## src/rtl/sb_tx_msg_arbiter.sv

```systemverilog
// Round-robin arbiter sharing the sideband TX wrapper between NUM_REQ training FSMs.
// Optional watchdog enabled by defining SB_ARB_TIMEOUT_EN.
module sb_tx_msg_arbiter #(
  parameter int unsigned SB_MSG_WIDTH   = 4,
  parameter int unsigned DATA_WIDTH     = 5,
  parameter int unsigned NUM_REQ        = 2,
  parameter int unsigned TIMEOUT_CYCLES = 1023
) (
  input  logic                             i_clk,
  input  logic                             i_rst_n,
  input  logic [NUM_REQ-1:0]               i_req_valid,
  input  logic [NUM_REQ*SB_MSG_WIDTH-1:0]  i_req_msg,
  input  logic [NUM_REQ*DATA_WIDTH-1:0]    i_req_data,
  input  logic                             i_sb_busy,
  output logic                             o_sb_valid,
  output logic [SB_MSG_WIDTH-1:0]          o_sb_msg,
  output logic [DATA_WIDTH-1:0]            o_sb_data,
  output logic [NUM_REQ-1:0]               o_grant,
  output logic [NUM_REQ-1:0]               o_req_done,
  output logic                             o_timeout_err
);

  localparam int unsigned IDX_W = (NUM_REQ > 2) ? $clog2(NUM_REQ) : 1;

  typedef enum logic [2:0] {
    ST_IDLE    = 3'd0,
    ST_SEND    = 3'd1,
    ST_BUSY    = 3'd2,
    ST_RELEASE = 3'd3,
    ST_GAP     = 3'd4
  } state_e;

  state_e             state;
  logic [IDX_W-1:0]   rr_ptr;
  logic [IDX_W-1:0]   owner;
  logic [IDX_W-1:0]   owner_inc;
  logic               busy_d;
  logic               busy_fall;
  logic               to_expire;

  logic               win_found;
  logic [IDX_W-1:0]   win_idx;

  logic [SB_MSG_WIDTH-1:0] req_msg_a  [NUM_REQ];
  logic [DATA_WIDTH-1:0]   req_data_a [NUM_REQ];

  // Unpack the flat requester buses into per-requester fields
  for (genvar g = 0; g < NUM_REQ; g++) begin : g_unpack
    assign req_msg_a[g]  = i_req_msg[g*SB_MSG_WIDTH +: SB_MSG_WIDTH];
    assign req_data_a[g] = i_req_data[g*DATA_WIDTH +: DATA_WIDTH];
  end

  assign busy_fall = busy_d & ~i_sb_busy;
  assign owner_inc = (32'(owner) == NUM_REQ - 1) ? '0 : owner + IDX_W'(1);

  // Round-robin scan starting at rr_ptr, wrapping past the top requester
  always_comb begin
    int unsigned j;
    j         = 0;
    win_found = 1'b0;
    win_idx   = '0;
    for (int unsigned i = 0; i < NUM_REQ; i++) begin
      j = (32'(rr_ptr) + i) % NUM_REQ;
      if (!win_found && i_req_valid[IDX_W'(j)]) begin
        win_found = 1'b1;
        win_idx   = IDX_W'(j);
      end
    end
  end

`ifdef SB_ARB_TIMEOUT_EN
  localparam int unsigned TO_W = $clog2(TIMEOUT_CYCLES + 1);

  logic [TO_W-1:0] to_cnt;

  assign to_expire = ((state == ST_SEND) || (state == ST_BUSY)) &&
                     (to_cnt == TO_W'(TIMEOUT_CYCLES - 1));

  // Watchdog counts cycles spent in SEND/BUSY; zero whenever outside them
  always_ff @(posedge i_clk or negedge i_rst_n) begin
    if (!i_rst_n) begin
      to_cnt        <= '0;
      o_timeout_err <= 1'b0;
    end else begin
      o_timeout_err <= to_expire;
      if ((state == ST_SEND) || (state == ST_BUSY)) to_cnt <= to_cnt + TO_W'(1);
      else                                          to_cnt <= '0;
    end
  end
`else
  logic unused_timeout_cfg;

  assign unused_timeout_cfg = ^32'(TIMEOUT_CYCLES);
  assign to_expire          = 1'b0;
  assign o_timeout_err      = 1'b0;
`endif

  // Arbitration FSM with registered wrapper-side outputs
  always_ff @(posedge i_clk or negedge i_rst_n) begin
    if (!i_rst_n) begin
      state      <= ST_IDLE;
      rr_ptr     <= '0;
      owner      <= '0;
      busy_d     <= 1'b0;
      o_sb_valid <= 1'b0;
      o_sb_msg   <= '0;
      o_sb_data  <= '0;
      o_grant    <= '0;
      o_req_done <= '0;
    end else begin
      busy_d     <= i_sb_busy;
      o_req_done <= '0;
      case (state)
        ST_IDLE: begin
          if (win_found) begin
            owner      <= win_idx;
            o_sb_msg   <= req_msg_a[win_idx];
            o_sb_data  <= req_data_a[win_idx];
            o_grant    <= NUM_REQ'(1) << win_idx;
            o_sb_valid <= 1'b1;
            state      <= ST_SEND;
          end
        end
        ST_SEND, ST_BUSY: begin
          if (to_expire) begin
            o_sb_valid <= 1'b0;
            o_grant    <= '0;
            rr_ptr     <= owner_inc;
            state      <= ST_GAP;
          end else if (state == ST_SEND) begin
            // Busy takes priority: once the wrapper accepts, the send is committed
            if (i_sb_busy) begin
              state <= ST_BUSY;
            end else if (!i_req_valid[owner]) begin
              o_sb_valid <= 1'b0;
              o_grant    <= '0;
              state      <= ST_IDLE;
            end
          end else if (busy_fall) begin
            o_sb_valid <= 1'b0;
            o_req_done <= NUM_REQ'(1) << owner;
            rr_ptr     <= owner_inc;
            state      <= ST_RELEASE;
          end
        end
        ST_RELEASE: begin
          o_grant <= '0;
          state   <= ST_GAP;
        end
        ST_GAP: begin
          state <= ST_IDLE;
        end
        default: begin
          state <= ST_IDLE;
        end
      endcase
    end
  end

endmodule

```

## config.mk

```make
export PLATFORM = sky130hd
export DESIGN_NAME = sb_tx_msg_arbiter
export DESIGN_NICKNAME = d
export VERILOG_FILES = /design/src/rtl/sb_tx_msg_arbiter.sv
export SDC_FILE = /design/constraint.sdc
export NUM_CORES = 1
export LEC_CHECK = 0
export CAP_MARGIN = 10
export CORE_MARGIN = 4
export CORE_UTILIZATION = 45
export CTS_CLUSTER_DIAMETER = 50
export DETAILED_ROUTE_END_ITERATION = 8
export GPL_ROUTABILITY_DRIVEN = 0
export GPL_TIMING_DRIVEN = 0
export PLACE_DENSITY = 0.93
export SLEW_MARGIN = 20
export SYNTH_ARGS = -nofsm -noshare
export SYNTH_HDL_FRONTEND = slang
export SYNTH_SLANG_ARGS = --single-unit
```

## constraint.sdc

```tcl
create_clock -name i_clk -period 2.58 [get_ports i_clk]
set_input_delay 0.387 -clock i_clk [delete_from_list [all_inputs] [get_ports i_clk]]
set_output_delay 0.387 -clock i_clk [all_outputs]
set_load 0.02 [all_outputs]
```

==> summary.md <==
| Metric | Value |
|---|---|
| Post-Syn Instances | `92` |
| Share of layout cells above drive strength 1 | `9.85%` |
| Post-synth top area cell | `dfrtp_1` |
| Drt total wl | `2.22 mm` |
| Vias in the first global route | `893` |
| Outcome | `complete, no violations` |
| Via count | `approximately 840` |
| Main combinational cell family by area after synthesis | `compound AO/OA/AOI/OAI gates` |
| Fin crit period | `about 1.7 ns` |
| Synth Area in Simple Gates | `a little over an eighth` |
| First-pass GRT wire length | `approximately 3.6 mm` |
| CP Cell Sequence | `clkdlybuf4s50_1 > mux2i_1 > a21oi_1 > a211oi_4 > mux2_1` |
| Clock-pin slew on the worst setup and hold paths | `0.10 ns` |
| Via density | `5.26` |
| Most common library cells after synthesis | `dfrtp_1, nor2_1, a21oi_1` |
| Sequential area share after synthesis | `between 50% and 60%` |
| Mux contribution to synthesized area | `about 13%` |
| CTS sink cnt | `20` |
| Actual slew at the worst max-slew pin | `around 0.85 ns` |
| CTS tree | `built` |
| Cell Area, Synth | `roughly 960 sq um` |
| CTS Hold Bufs | `0` |
| Final period utilization | `around 66%` |
| Die width | `approximately 54 um` |
| Initial antenna violation count | `0` |
| Critical path class | `primary input to flop` |
| Setup violations, final | `0` |
| Total gr overflow | `0` |
| Maximum Capacitance Violations | `0` |
| Post-CTS Setup Bufs | `0` |
| I/O pins | `38` |
| Compound-cell area share of the yosys netlist | `15.5%` |
| Antenna cells | `0` |
| Slowest stage delay, CP | `around 0.48 ns` |
| Synth warn | `0` |
| Adder-cell share of the synthesized area | `0%` |
| Antenna Nets Post-Route | `0` |
| Iteration-0 DRC Markers | `18` |
| PostCTS Resize Cnt | `0` |
| DPL Wire Length | `between 1.5 and 2 mm` |
| Input/output buffers | `36` |
| Top delay family on crit path | `multiplexers` |
| GRT Total Usage | `17.4%` |
| Lkg Pwr | `around 0.63 nW` |
| Clock buffer depth | `2` |
| Placement row count | `16` |
| Hold Vio Cnt, Final | `0` |
| H-Tree Level Count | `1` |
| Core area | `approximately 2000 sq um` |
| Synth top area share | `52.0%` |
| Syn avg cell area | `10.5 sq um` |
| Skew-Pair Late Insertion Delay | `roughly 0.31 ns` |
| Most used DFF post-synth | `dfrtp_1` |
| Seq cells post-synth | `20` |
| Hold Path Class | `flop to flop` |
| CP Launch Type | `primary input` |
| Crit end category | `flop` |
| CTS Buf Count | `3` |
| Initial core utilization | `around 48%` |
| CP arrival | `1.91 ns` |
| Syn_nets | `115` |
| DRC violations left | `0` |
| Max Fclk | `583 MHz` |
| Max Clock Skew | `roughly 0.011 ns` |
| Data required, critical path | `~2.8 ns` |
| Drt first pass iters | `4` |
| Final Max Tran Viols | `0` |
| CP bufs+invs | `1` |
| Count of flip-flops with a built-in enable after synthesis | `0` |
| CP max stage cell | `clkdlybuf4s50_1` |
| Die area | `slightly below 3000 sq um` |
| Routed wire per std cell | `between 10 and 15 um` |
| Filler Cell Count | `between 150 and 200` |
| Most common cell in the synthesized netlist | `dfrtp_1` |
| Tot Pwr | `approximately 1.6 mW` |
| Chip height | `~54 um` |
| Post-synth ARST share | `100%` |
| Final net count | `156` |
| Slew Limit Headroom | `a little over two fifths` |
| Synth top area cells | `dfrtp_1, mux2i_1, a21oi_1` |
| RSZ-0062 raised after global routing | `no` |
| Synth Area in XOR/XNOR | `0%` |
| Worst Path Max Fanout | `5` |
| Peak supply drop | `0.000639 V` |
| Sum Neg Setup Slack | `0 ns` |
| Largest net degree at the start of global routing | `21` |
| PwrDens | `between 1000 and 1500 nW/um^2` |
| CTS root buf | `clkbuf_4` |
| Synth cell types | `26` |
| Area Overhead vs Synth | `46.4%` |
-- routing by layer --
metal	global-route usage (%)	part of all wire (%)	up-vias
met3	2.45	8.0	9
met4	12.4	3.2	0
met5	0	0	-
met1	18.4	37	390
li1	-	-	399
met2	31.1	52	39
-- registers in the layout, indices dropped and copies added, names as in the netlist --
| name | cells |
|---|---|
| o_sb_data | 5 |
| o_sb_msg | 4 |
| state | 3 |
| o_grant | 2 |
| o_req_done | 2 |
| busy_d | 1 |
| o_sb_valid | 1 |
| owner | 1 |
| rr_ptr | 1 |
-- cell usage in the layout, fill, tap and decap left out --
master           Yosys  final
clkbuf_1             1      1
clkbuf_4             0      3
dfrtp_1             20     20
o211ai_1             1      1
nand2b_1             1      1
nor2_1              15     15
nand3_1              1      1
a21o_1               1      1
o2bb2ai_1            1      1
a2111o_1             1      1
nand2_1              1      1
mux2_1               1      1
o21ai_0              4      4
conb_1               1      1
nor2_2               1      1
a211oi_4             1      1
nand2b_4             1      1
buf_2                2      2
clkdlybuf4s50_1      0     36
or4_1                1      1
or4b_4               1      1
buf_6                1      1
bufinv_16            0      1
o41ai_1              1      1
mux2i_1             11     11
buf_4                2      2
nor4_1               2      2
inv_1                6      6
a21oi_1             13     13
-- logic make-up after synthesis --
group / count (synthesis)
AO/OA/AOI/OAI: 23
buffers and inverters: 12
flip-flops: 20
multiplexers: 12
other: 1
AND/OR/NAND/NOR: 24
-- metrics by stage --
stage / setup slack (ns) / area (sq um) / hold slack, ns / instances / utilization, %
3_3_place_gp: 0.599 / 1360 / 0.465 / 155 / 67.8
3_5_place_dp: 0.558 / 1360 / 0.477 / 155 / 67.8
4_1_cts: 0.886 / 1410 / 0.491 / 159 / 70.4
6_report: 0.865 / 1410 / 0.496 / 159 / 70.4
5_1_grt: 0.795 / 1410 / 0.517 / 159 / 70.4
2_1_floorplan: 1.09 / 962 / 0.0914 / 92 / -
-- power by group --
group          switching, mW  total, mW  internal [mW]
sequential            0.0782      0.517          0.439
combinational          0.412      0.792          0.381
clock                 0.0999      0.257          0.157
total                  0.590       1.57          0.977
-- layout make-up --
| cell class | instances | area [sq um] | area share (%) |
|---|---|---|---|
| Tap cell | 27 | 33.8 | 2.40 |
| Timing Repair Buffer | 36 | 360 | 25.6 |
| Clock inverter | 1 | 30.0 | 2.13 |
| Multi-Input combinational cell | 60 | 399 | 28.3 |
| Sequential cell | 20 | 500 | 35.5 |
| Clock buffer | 3 | 22.5 | 1.60 |
| Inverter | 6 | 22.5 | 1.60 |
| Buffer | 6 | 40.0 | 2.84 |
-- final timing paths --
path	from	to	slack, ns	cells after the start
min in group asynchronous	i_rst_n	o_sb_data[4]$_DFFE_PN0P_	0.54	1
setup reg to reg	state[1]$_DFFE_PN0P_	o_grant[1]$_DFFE_PN0P_	0.95	4
hold / removal	owner$_DFFE_PN0P_	o_req_done[0]$_DFF_PN0_	0.50	1
max in group asynchronous	i_rst_n	o_grant[1]$_DFFE_PN0P_	1.50	1
setup / recovery	i_req_valid[1]	o_grant[1]$_DFFE_PN0P_	0.86	5
hold reg to reg	owner$_DFFE_PN0P_	o_req_done[0]$_DFF_PN0_	0.50	1
No activity file was read; power rests on OpenSTA's default activity.
